## src/rtl/dp_burst_sequencer.sv

```systemverilog
// Burst-read sequencer: loads the dynamic pointer, reads one word per pointer step,
// streams each word over valid/ready and optionally restores the pointer afterwards.
module dp_burst_sequencer #(
    parameter int unsigned ADDR_W = 16,
    parameter int unsigned DATA_W = 16,
    parameter int unsigned CNT_W  = 8
) (
    input  logic              clk,
    input  logic              reset,
    input  logic              cmd_valid,
    output logic              cmd_ready,
    input  logic [ADDR_W-1:0] cmd_addr,
    input  logic [CNT_W-1:0]  cmd_count,
    input  logic              cmd_restore,
    input  logic              abort,
    output logic              load_dp,
    output logic              inc_dp,
    output logic              write_dp,
    output logic [ADDR_W-1:0] dp_data_in,
    input  logic [ADDR_W-1:0] dp_ptr,
    output logic              mem_rd_req,
    output logic [ADDR_W-1:0] mem_addr,
    input  logic              mem_ack,
    input  logic [DATA_W-1:0] mem_rdata,
    output logic              out_valid,
    input  logic              out_ready,
    output logic [DATA_W-1:0] out_data,
    output logic              busy,
    output logic              done,
    output logic              aborted
);

    typedef enum logic [2:0] {
        S_IDLE    = 3'd0,
        S_LOAD    = 3'd1,
        S_REQ     = 3'd2,
        S_OUT     = 3'd3,
        S_RESTORE = 3'd4,
        S_DONE    = 3'd5
    } state_t;

    state_t            state;
    state_t            state_nxt;
    state_t            end_state;
    logic [CNT_W-1:0]  remaining;
    logic [ADDR_W-1:0] start_addr;
    logic              restore_q;
    logic              abort_pending;
    logic [DATA_W-1:0] out_buf;

    logic accept;
    logic handshake;
    logic last_word;
    logic abort_live;

    assign accept     = (state == S_IDLE) && cmd_valid;
    // Abort beats a same-cycle handshake, so the word is not counted as delivered.
    assign handshake  = (state == S_OUT) && out_ready && !abort;
    assign last_word  = (remaining == CNT_W'(1));
    assign end_state  = restore_q ? S_RESTORE : S_DONE;
    assign abort_live = (state == S_LOAD) || (state == S_REQ) || (state == S_OUT);

    always_ff @(posedge clk or posedge reset) begin
        if (reset) begin
            state <= S_IDLE;
        end else begin
            state <= state_nxt;
        end
    end

    always_comb begin
        state_nxt = state;
        unique case (state)
            S_IDLE: begin
                if (cmd_valid) begin
                    state_nxt = (cmd_count == '0) ? S_DONE : S_LOAD;
                end
            end
            S_LOAD:    state_nxt = abort ? end_state : S_REQ;
            S_REQ: begin
                // An abort seen while waiting still lets the read complete before leaving.
                if (mem_ack) begin
                    state_nxt = (abort || abort_pending) ? end_state : S_OUT;
                end
            end
            S_OUT: begin
                if (abort) begin
                    state_nxt = end_state;
                end else if (out_ready) begin
                    state_nxt = last_word ? end_state : S_REQ;
                end
            end
            S_RESTORE: state_nxt = S_DONE;
            S_DONE:    state_nxt = S_IDLE;
            default:   state_nxt = S_IDLE;
        endcase
    end

    always_comb begin
        cmd_ready  = 1'b0;
        load_dp    = 1'b0;
        inc_dp     = 1'b0;
        write_dp   = 1'b0;
        dp_data_in = '0;
        mem_rd_req = 1'b0;
        mem_addr   = '0;
        out_valid  = 1'b0;
        out_data   = '0;
        busy       = 1'b1;
        done       = 1'b0;
        aborted    = 1'b0;
        unique case (state)
            S_IDLE: begin
                cmd_ready = 1'b1;
                busy      = 1'b0;
            end
            S_LOAD: begin
                load_dp    = 1'b1;
                dp_data_in = start_addr;
            end
            S_REQ: begin
                mem_rd_req = 1'b1;
                mem_addr   = dp_ptr;
            end
            S_OUT: begin
                out_valid = 1'b1;
                out_data  = out_buf;
                inc_dp    = handshake && !last_word;
            end
            S_RESTORE: begin
                write_dp   = 1'b1;
                dp_data_in = start_addr;
            end
            S_DONE: begin
                done    = 1'b1;
                aborted = abort_pending;
            end
            default: begin
                busy = 1'b0;
            end
        endcase
    end

    // Command latch, word counter, read buffer and abort bookkeeping.
    always_ff @(posedge clk or posedge reset) begin
        if (reset) begin
            remaining     <= '0;
            start_addr    <= '0;
            restore_q     <= 1'b0;
            abort_pending <= 1'b0;
            out_buf       <= '0;
        end else begin
            if (accept) begin
                remaining     <= cmd_count;
                start_addr    <= cmd_addr;
                restore_q     <= cmd_restore;
                abort_pending <= 1'b0;
            end
            if (abort_live && abort) begin
                abort_pending <= 1'b1;
            end
            if ((state == S_REQ) && mem_ack && !abort && !abort_pending) begin
                out_buf <= mem_rdata;
            end
            if (handshake) begin
                remaining <= remaining - CNT_W'(1);
            end
        end
    end

endmodule

```

## config.mk

```make
export PLATFORM = sky130hd
export DESIGN_NAME = dp_burst_sequencer
export DESIGN_NICKNAME = d
export VERILOG_FILES = /design/src/rtl/dp_burst_sequencer.sv
export SDC_FILE = /design/constraint.sdc
export NUM_CORES = 1
export LEC_CHECK = 0
export BUFFER_PORTS_ARGS = -buffer_cell sky130_fd_sc_hd__buf_2
export CAP_MARGIN = 20
export CORE_MARGIN = 5
export CORE_UTILIZATION = 40
export CTS_CLUSTER_DIAMETER = 50
export DETAILED_ROUTE_END_ITERATION = 7
export GPL_ROUTABILITY_DRIVEN = 0
export GPL_TIMING_DRIVEN = 0
export PLACE_DENSITY = 0.75
export SETUP_SLACK_MARGIN = 0.1
export SYNTH_ARGS = -nofsm -noshare
export SYNTH_HDL_FRONTEND = slang
export SYNTH_SLANG_ARGS = --single-unit
```

## constraint.sdc

```tcl
create_clock -name clk -period 1.9 [get_ports clk]
set_input_delay 0.38 -clock clk [delete_from_list [all_inputs] [get_ports clk]]
set_output_delay 0.38 -clock clk [all_outputs]
set_load 0.05 [all_outputs]
```

# Word level (Yosys, flattened, before mapping)
# Index checks and enable logic that the tools add are counted.
op_classes:
  eq_ne: 9
  add_sub_neg: 1
  n_reduce_logical: 21
  n_mux: 26
ops:
  columns: ["operator", "n"]
  rows:
  - ["$mux W16", 3]
  - ["$mux W3", 8]
  - ["$mux W8", 2]
  - ["$pmux W3 S5", 1]
  - ["$mux W1", 12]
  - ["$eq A8 B1 Y1 const B", 1]
  - ["$logic_and A1 B1 Y1", 8]
  - ["$logic_not A8 Y1", 1]
  - ["$sub A8 B1 Y8 const B", 1]
  - ["$eq A3 B2 Y1 const B", 2]
  - ["$eq A3 B3 Y1 const B", 2]
  - ["$reduce_or A5 Y1", 1]
  - ["$ne A2 B2 Y1 const B", 2]
  - ["$reduce_bool A2 Y1", 2]
  - ["$eq A3 B1 Y1 const B", 1]
  - ["$logic_not A1 Y1", 3]
  - ["$logic_not A3 Y1", 1]
  - ["$logic_or A1 B1 Y1", 3]
  - ["$ne A3 B3 Y1 const B", 1]
  - ["$reduce_and A3 Y1", 1]
  - ["$reduce_or A2 Y1", 1]
word_totals:
  out_inout_bits: 57
  reg_bits: 45
  in_bits: 63
  wordCells: 63

# Depth between registers and ports, before layout
logic_depth:
  word_depth: 5
  ltp_mapped: 7
  ltp_nobuf: 6

# Least setup slack after synthesis
# No wires, ideal clock.
synth_path:
  path_type: "reg-to-output"
  from: "reg state[0]"
  to: "out aborted"
  n_path_buf: 2
  t_required_ns: 1.520
  arrival_time_ns: 2.505
  stages_incl_launch_ff: 5
  slack_ns: -0.985
  cell_sequence: "dfrtp_1 -> buf_6 -> clkbuf_1 -> nor3b_1 -> and2_1"
synth_via:
  elab_chain_cells: 2
synth_lines:
  columns: ["element", "line", "rtl"]
  rows:
  - ["start: declaration", "42", "state_t state;"]
  - ["start signal: assignment", "67", "state <= state_nxt;"]
  - ["$eq A3 B3 Y1", "112", "unique case (state)"]
  - ["$mux W1", "112", null]
  - ["end: declaration", "30", "output logic aborted"]
# Every way passes these cells.

# Worst setup path after layout
layout_path:
  from: "reg state[2]"
  to: "out mem_addr[14]"
layout_via:
  elab_chain_cells: 2
layout_lines:
  columns: ["element", "line", "rtl"]
  rows:
  - ["$eq A3 B2 Y1", "112", null]
  - ["$mux W16", "112", null]
  - ["end: declaration", "22", "output logic [ADDR_W-1:0] mem_addr,"]
# Every way passes these cells.

==> impl_results.md <==
- Slew @ Worst Pin: slightly above 0.8 ns
- CTS root buf: clkbuf_8
- Number of synthesized flops with an enable pin: 0
- Worst-path clk slew: 0.09 ns
- Multiplexer share of the synthesized area: ~8.6%
- Placed cell area: 0.00338 mm^2
- FILL cells: ~420
- Dominant cell type by area after synthesis: dfrtp_1
- DR pass1 iterations: 4
- Post-Syn Nets: 336
- Critical path class: reg -> out
- Synthesized cell area: 0.00253 mm^2
- Seq/Total Area, Yosys: 44.5%
- Drt total wl: 8490 um
- Row cnt: 29
- CP cell instances: buf_6 > nor3b_4 > clkbuf_8 > and2_2 > buf_6
- DRC viols: 0
- Synth top area cells: dfrtp_1, and2_1, nand2_1, mux2_4, mux2_2
- Final hold vios: 0
- Ys Warns: 0
- Vias per Instance: 5.09
- CTS tree: yes
- Die Ht: 89.6 um
- Core Util, Final: 73.9%
- Max Fclk: 495 MHz
- Vias in the first global route: roughly 2800
- Post-Syn Instances: 271
- Post-route cell area: 0.00461 mm^2
- Cell variety after synth: 41
- RSZ-0062 raised after global routing: true
- Gr usage total: about a fifth
- Max clock buf depth: 2
- Routed vias: roughly 2600
- Worst-skew pair later-pin latency: 0.31 ns
- Post-Synth Simple-Gate Area: 32.0%
- Place WS: -0.367 ns
- Overall power: between 0.007 and 0.008 W
- Synth Flop Type: dfrtp_1
- Rel. slew slack: 44.9%
- Syn Area/Cell: slightly above 9 um^2
- Crit-path most repeated cell: buf_6
- Crit Path Max Fanout: 10
- IO Port Bufs: about 120
- Routed wire length per instance: 16.5 um
- Share of layout cells above drive strength 1: 61.7%
- TritonCTS buffer count: 5
- Reg2Reg Setup Slack: -0.01 ns
- Max H-tree Level: 2
- Fin. max-slew vios: 0
- Max IR drop VDD: 1.55 mV
- Final setup vio count: 55
- Tmin final: slightly above 2 ns
- Multi-input gate area: 0.00156 mm^2
- Die area: 0.00802 mm^2
- Antenna violations before repair: 0
- Initial Util: about two fifths
- Post-synth ARST share: 100%
- Largest family of logic cells by synthesized area: simple AND/OR/NAND/NOR gates
- Compound-cell area share of the yosys netlist: 9.19%
- Worst Setup End Kind: output pin
- Ports: 120
- Final hold slack: 0.0468 ns
- CP Data Required Time: 1.52 ns
- Initial drt markers: 146
- Maxcap violations: 0
- CP arrival: around 1.6 ns
- Total core area: approximately 0.0062 mm^2
- Largest net degree at the start of global routing: 30
- Post-DP HPWL: between 5000 and 6000 um
- Critical Path Max Stage Delay: 0.46 ns
- Setup WS post-layout: -0.122 ns
- Final Cycle Share: 106%
- Fraction of synthesized cell area in xor and xnor cells: less than 1%
- Failing checks: setup timing
- Class of the worst hold path: in -> async
- LEAKAGE: 2.34 nW
- Result of the run: complete, but fails checks
- Flops & latches, synth: 45
- CP bufs+invs: 3
- Final #Nets: roughly 500
- CTS Sinks: 45
- Pwr/cell area: 1730 mW/mm^2
- Worst path top cell family by delay: buffers and inverters
- ANT nets after route: 0
- First-pass GRT wire length: 13000 um
- Gr ovfl total: 0
- Slowest CP cell: dfrtp_2
- Worst Setup Start Kind: flop
- Synthesis-to-finish area growth: 82.2%
- Die X: about 90 um
- # diodes: 0
- Adder-cell share of the synthesized area: 0.988%
- Flip-flop and latch area: 0.00113 mm^2
- Post-synth top area share: 44.5%
- Clock skew: 0.00689 ns
==> cell type report <==
| cell class | instances | share of cell area (%) |
|---|---|---|
| sequential | 45 | 24.5 |
| clock inverter | 3 | 0.461 |
| timing repair buffer | 160 | 32.8 |
| multi-input combinational | 204 | 33.8 |
| inverter | 6 | 0.569 |
| tap | 77 | 2.09 |
| clock buffer | 5 | 1.49 |
| buffer | 16 | 4.37 |
==> flip-flops by register name, indices dropped and copies added, names as in the netlist <==
signal / cells
remaining: 8
abort_pending: 1
state: 3
start_addr: 16
out_buf: 16
restore_q: 1
==> synth_stat cells (4+ instances only) <==
| library cell | instances |
|---|---|
| and2_1 | 51 |
| dfrtp_1 | 45 |
| mux2_4 | 10 |
| nor4_1 | 4 |
| o21ai_0 | 7 |
| nor2_1 | 11 |
| nand2_1 | 56 |
| a21oi_1 | 7 |
| nor3_1 | 4 |
| a31oi_1 | 4 |
| inv_1 | 6 |
| buf_2 | 4 |
| mux2_2 | 6 |
| nand3_1 | 7 |
| clkbuf_1 | 10 |
==> through the flow <==
step | setup TNS, ns | cells
4_1_cts | -5.15 | 504
5_1_grt | -7.03 | 516
6_report | -4.49 | 516
2_1_floorplan | -0.437 | 271
3_3_place_gp | -14.40 | 467
3_5_place_dp | -6.87 | 468
==> worst reg2reg max path: stages (launching register included) <==
cell     delay (ns)
dfrtp_1        0.38
buf_6          0.15
buf_4          0.14
buf_4          0.14
or4b_1         0.52
buf_4          0.21
o221a_2        0.27
==> layout by cell type (no fill, tap or decap), types with 4 or more instances in the layout <==
master    count
a31oi_1       4
nand3_1       7
mux2_4       14
buf_4        33
and2_2        9
buf_6        20
dfrtp_1      42
inv_1         4
nand2_1      55
buf_8        50
buf_2        63
o21ai_0       7
a21oi_1       6
and2_4       39
clkbuf_8      7
nor2_1        9
==> report_power, final <==
part / internal, W / total [W] / switching (W)
Combinational: 0.00270 / 0.00559 / 0.00289
Sequential: 0.00143 / 0.00177 / 0.000341
Clock: 0.000262 / 0.000621 / 0.000359
Total: 0.00439 / 0.00798 / 0.00359
==> cells by family after synthesis <==
| family | Yosys count |
|---|---|
| flip-flops | 45 |
| buffers and inverters | 22 |
| AO/OA/AOI/OAI | 34 |
| multiplexers | 16 |
| XOR/XNOR | 2 |
| AND/OR/NAND/NOR | 150 |
| adder cells (fa/ha/maj) | 2 |
==> routing by layer <==
| layer | vias to the layer above | wire (um) | GRT usage [%] |
|---|---|---|---|
| li1 | 1243 | - | - |
| met1 | 1245 | 3110 | 24.0 |
| met2 | 123 | 4480 | 37.2 |
| met3 | 13 | 789 | 4.38 |
| met4 | 0 | 110 | 7.04 |
| met5 | - | 0 | 0 |
==> final timing paths <==
kind,startpoint,end,depth (start not counted)
max in group asynchronous,reset,state[2],3
worst max register to register,state[0],remaining[7],6
worst max-delay path,state[2],mem_addr[14],5
worst min register to register,start_addr[9],start_addr[9],2
min in group clk,cmd_addr[9],start_addr[9],3
worst min-delay path,reset,start_addr[14],2
==> repair_timing <==
item	4_1_cts	5_1_grt
endpoints found under the setup margin	81	89
pin swaps	29	23
gates resized for setup	213	31
hold buffers	0	0
gates cloned	2	0
buffers inserted	26	12
No activity file was read; power rests on OpenSTA's default activity.
